**config.mk**
```make
export PLATFORM = sky130hd
export DESIGN_NAME = am2909_ctl
export DESIGN_NICKNAME = d
export VERILOG_FILES = /design/src/rtl/am2909_ctl.sv
export SDC_FILE = /design/constraint.sdc
export NUM_CORES = 1
export LEC_CHECK = 0
export ABC_AREA = 1
export CORE_UTILIZATION = 63
export DETAILED_ROUTE_END_ITERATION = 8
export DONT_BUFFER_PORTS = 1
export MAX_ROUTING_LAYER = met4
export PLACE_DENSITY = 0.75
export SLEW_MARGIN = 10
export SYNTH_ARGS = -nofsm -noshare
export SYNTH_HDL_FRONTEND = slang
export SYNTH_SLANG_ARGS = --single-unit
```
**constraint.sdc**
```tcl
create_clock -name cp -period 1.9 [get_ports cp]
set_clock_uncertainty 0.1 [all_clocks]
set_input_delay 0.38 -clock cp [delete_from_list [all_inputs] [get_ports cp]]
set_output_delay 0.38 -clock cp [all_outputs]
set_load 0.03 [all_outputs]
```
**src/rtl/am2909_ctl.sv**
```systemverilog
// Next-address controller for an am2909 slice cascade: Am2910-style decode, loop counter, stack depth.
// Define AM2909_CTL_ERR_EN to build the sticky stack overflow/underflow flag; otherwise err is tied low.
module am2909_ctl #(
    parameter int CW    = 12,
    parameter int DEPTH = 4
) (
    input  logic          cp,
    input  logic          rst_n,
    input  logic [3:0]    i,
    input  logic          cc_n,
    input  logic          ccen_n,
    input  logic [CW-1:0] d,
    output logic [1:0]    s,
    output logic          fe_n,
    output logic          pup,
    output logic          za_n,
    output logic          re_n,
    output logic          pl_n,
    output logic          map_n,
    output logic          vect_n,
    output logic          cnt_z,
    output logic          full_n,
    output logic          err
);

    localparam int DW = $clog2(DEPTH + 1);
    localparam logic [DW-1:0] DMAX = DW'(DEPTH);

    typedef enum logic [3:0] {
        I_JZ   = 4'h0, I_CJS  = 4'h1, I_JMAP = 4'h2, I_CJP  = 4'h3,
        I_PUSH = 4'h4, I_JSRP = 4'h5, I_CJV  = 4'h6, I_JRP  = 4'h7,
        I_RFCT = 4'h8, I_RPCT = 4'h9, I_CRTN = 4'hA, I_CJPP = 4'hB,
        I_LDCT = 4'hC, I_LOOP = 4'hD, I_CONT = 4'hE, I_TWB  = 4'hF
    } instr_e;

    typedef enum logic [1:0] {
        S_UPC = 2'b00, S_AR = 2'b01, S_STK = 2'b10, S_D = 2'b11
    } src_e;

    instr_e         op;
    src_e           src;
    logic           pass;
    logic           push, pop, ld, dec, clr;
    logic           cnt_nz, full, empty;
    logic [CW-1:0]  cnt_q, cnt_d;
    logic [DW-1:0]  depth_q, depth_d;

    assign op     = instr_e'(i);
    assign pass   = ccen_n | ~cc_n;
    assign cnt_nz = |cnt_q;
    assign full   = (depth_q == DMAX);
    assign empty  = (depth_q == '0);
    assign cnt_z  = ~cnt_nz;
    assign full_n = ~full;
    assign s      = src;

    // Instruction decode; every action flag stays low while reset is held.
    always_comb begin
        src    = S_UPC;
        za_n   = 1'b1;
        pl_n   = 1'b0;
        map_n  = 1'b1;
        vect_n = 1'b1;
        push   = 1'b0;
        pop    = 1'b0;
        ld     = 1'b0;
        dec    = 1'b0;
        clr    = 1'b0;
        if (!rst_n) begin
            za_n = 1'b0;
        end else begin
            case (op)
                I_JZ: begin
                    za_n = 1'b0;
                    clr  = 1'b1;
                end
                I_CJS: if (pass) begin
                    src  = S_D;
                    push = 1'b1;
                end
                I_JMAP: begin
                    src   = S_D;
                    map_n = 1'b0;
                    pl_n  = 1'b1;
                end
                I_CJP: if (pass) src = S_D;
                I_PUSH: begin
                    push = 1'b1;
                    ld   = pass;
                end
                I_JSRP: begin
                    src  = pass ? S_D : S_AR;
                    push = 1'b1;
                end
                I_CJV: if (pass) begin
                    src    = S_D;
                    vect_n = 1'b0;
                    pl_n   = 1'b1;
                end
                I_JRP: src = pass ? S_D : S_AR;
                I_RFCT: begin
                    if (cnt_nz) begin
                        src = S_STK;
                        dec = 1'b1;
                    end else begin
                        pop = 1'b1;
                    end
                end
                I_RPCT: if (cnt_nz) begin
                    src = S_D;
                    dec = 1'b1;
                end
                I_CRTN: if (pass) begin
                    src = S_STK;
                    pop = 1'b1;
                end
                I_CJPP: if (pass) begin
                    src = S_D;
                    pop = 1'b1;
                end
                I_LDCT: ld = 1'b1;
                I_LOOP: begin
                    if (pass) pop = 1'b1;
                    else      src = S_STK;
                end
                I_CONT: ;
                I_TWB: begin
                    if (pass) begin
                        pop = 1'b1;
                    end else if (cnt_nz) begin
                        src = S_STK;
                        dec = 1'b1;
                    end else begin
                        src = S_D;
                        pop = 1'b1;
                    end
                end
                default: ;
            endcase
        end
        fe_n = ~(push | pop);
        pup  = push;
        re_n = ~ld;
    end

    // Depth saturates / floors, but the slice still sees the push or pop.
    always_comb begin
        cnt_d   = cnt_q;
        depth_d = depth_q;
        if (ld)       cnt_d = d;
        else if (dec) cnt_d = cnt_q - CW'(1);
        if (clr)                depth_d = '0;
        else if (push && !full) depth_d = depth_q + DW'(1);
        else if (pop && !empty) depth_d = depth_q - DW'(1);
    end

    always_ff @(posedge cp or negedge rst_n) begin
        if (!rst_n) begin
            cnt_q   <= '0;
            depth_q <= '0;
        end else begin
            cnt_q   <= cnt_d;
            depth_q <= depth_d;
        end
    end

`ifdef AM2909_CTL_ERR_EN
    logic err_q, err_d;

    always_comb begin
        err_d = err_q;
        if (clr)                                err_d = 1'b0;
        else if ((push && full) || (pop && empty)) err_d = 1'b1;
    end

    always_ff @(posedge cp or negedge rst_n) begin
        if (!rst_n) err_q <= 1'b0;
        else        err_q <= err_d;
    end

    assign err = err_q;
`else
    assign err = 1'b0;
`endif

endmodule

```
==> out/qor.yml <==
antenna_cells: 0
netlist_instances: 208
yosysTopAreaCell: "dfrtp_1"
drt_wl_total_um: 4380
fin_crit_sh: 1.17
critPathCaptureType: "output pin"
num_io_pins: 32
rsz0062_at_grt: "yes"
insertion_delay_ns: 0.31
p_total_mw: 2.00
root_buffer: "clkbuf_4"
start_kind: "flop"
p_per_area_mw_per_mm2: 1130
path_clk_slew_ns: 0.10
synth_area_per_cell_sq_um: 6.39
cts.sinks: 15
status: "finished, violations left"
syn_nets: 231
netlist.area_leader.share: 0.282
fp-row-count: 16
synth_cell_types: 31
finalWorstSetupSlack_ns: -0.316
leakage_nw: 0.892
setup_viol: 6
synth_edf_count: 0
synth_seq_cells: 15
cp_cell_sequence: "inv_2 > ha_4 > nand2_4 > nor2_4 > nand2_4 > nand3_2 > o21ai_1 > nor2_1 > a21oi_2 > buf_6"
fp.dieW_um: 47.9
drv_cap: 0
dpl.hpwl_um: 2410
synthTopCellsByCount: "nand2_1, inv_1, nor2_1"
fill_cells: 91
die_y_um: 47.9
synth.area.top_cells: "dfrtp_1, nand2_1, inv_1"
relSlewSlack: 0.516
io_buffers: 0
clk_path_buf_depth: 2
drc_errors: 0
die_area_sq_mm: 0.00230
drtAntennaViolNets: 0
grt_util_all_layers: 0.361
critPathMaxStageDelay_ns: 0.40
violations: "negative setup slack"
synth-main-ff-cell: "dfrtp_1"
post-place-ws_ns: -0.0413
tightest_slew_ns: 0.724
area_growth_pct: 32.6
cp_max_fo: 5
htreeDepth: 1
cp_slowest_cell: "dfrtp_1"
grt_remaining_overflow: 0
path_class: "reg2out"
drt_iter0_drc: 100
place.gp.congestion: 0.910
wl_per_cell_um: 16.2
final_nets: 267
cts_made_buffers: 3
period_needed_ns: 2.22
vias_per_cell: 6.06
arrival_ns: 1.74
grt_pass1_wl_um: 5550
antenna_found_initial: 0
yosysMostFrequentCell: "nand2_1"
critPathMostFrequentCell: "nand2_4"
yosys_warnings: 0
final_hold_viol_count: 0
slew_viol_final: 0
start_util: 0.671
syn_area_sq_mm: 0.00133
core-area_sq_mm: 0.00198
crit_required_ns: 1.42
grt_pass1_vias: 1359
async_flop_share: 1.00
ys_seq_area_frac: 0.282
first_pass_iters: 5
grt_max_degree: 16
hold_class: "in2reg"
ir_drop_mv: 1.12
cts_tree: "done"
num_vias: 1637
fmax_mhz: 451
final_layout_size_suffix_gt1_frac: 0.313
worst max-delay path: cells and delay by family, from the launching register on:
kind,cells,cell delay [ns]
AND/OR/NAND/NOR,5,0.48
flip-flops,1,0.40
buffers and inverters,2,0.24
AO/OA/AOI/OAI,2,0.15
adder cells (fa/ha/maj),1,0.15
final cells by class:
type | count | area, sq um | area share
timing repair buffer | 35 | 280 | 0.159
sequential | 15 | 375 | 0.213
inverter | 32 | 126 | 0.0716
multi-input combinational | 157 | 921 | 0.522
clock buffer | 3 | 22.5 | 0.0128
clock inverter | 1 | 5.00 | 0.00284
tap | 27 | 33.8 | 0.0191
where the power goes:
part           switching, mW  total [mW]  internal [mW]  leakage (nW)
clock network          0.117       0.196         0.0788        0.0177
logic                  0.700        1.23          0.532         0.692
registers              0.123       0.573          0.450         0.182
kinds of logic after synthesis:
| group | synth area share |
|---|---|
| compound gates | 0.167 |
| xor+xnor | 0.0132 |
| fa+ha+maj | 0.0339 |
| buf+inv | 0.119 |
| flops | 0.282 |
| other cells | 0.00282 |
| simple gates | 0.383 |
per-layer routing:
metal / share of wire / track usage / up-vias
li1: - / - / 747
met4: 0.037 / 0.183 / 0
met5: 0 / - / -
met3: 0.082 / 0.0792 / 22
met2: 0.53 / 0.616 / 119
met1: 0.35 / 0.390 / 749
per-stage QoR:
| step | area, sq um | utilization | std cells | hold slack, ns | setup TNS [ns] |
|---|---|---|---|---|---|
| detailed placement | 1500 | 0.758 | 253 | -0.0153 | -0.0413 |
| finish | 1760 | 0.890 | 270 | 0.0953 | -1.04 |
| global placement | 1500 | 0.758 | 253 | -0.0152 | 0 |
| floorplan | 1340 | - | 208 | -0.0156 | -0.000136 |
| CTS | 1660 | 0.837 | 268 | 0.0873 | -1.72 |
| global route | 1760 | 0.890 | 270 | 0.0944 | -1.68 |
cell usage in the layout, fill, tap and decap left out, types with 5 or more instances in the layout:
cell type and n:
dfrtp_1 15, buf_4 30, o21ai_1 6, nand2_1 52
a21oi_1 7, nand2_2 5, nand3_1 12, nor2_2 6
nor2_1 20, o21ai_0 7, inv_1 26
repair_timing:
item                                    in CTS  in global routing
hold endpoints to repair                    15                  0
endpoints found under the setup margin       4                 14
buffers inserted                            10                  6
hold buffers                                 1                  0
gates resized for setup                     16                 23
pin swaps                                    8                 14
flip-flops by register name (all words and copies together), names as in the netlist:
signal	cells
cnt_q	12
depth_q	3
final timing paths:
| path | startpoint | end | slack [ns] | depth (start not counted) |
|---|---|---|---|---|
| max in group asynchronous | rst_n | cnt_q[9] | 0.77 | 1 |
| hold reg to reg | cnt_q[11] | cnt_q[11] | 0.46 | 2 |
| min in group asynchronous | rst_n | depth_q[1] | 0.46 | 1 |
| setup reg to reg | cnt_q[0] | cnt_q[8] | -0.02 | 10 |
| setup / recovery | cnt_q[0] | s[0] | -0.32 | 10 |
| hold / removal | d[3] | cnt_q[3] | 0.1 | 2 |
No activity file was read; power rests on OpenSTA's default activity.
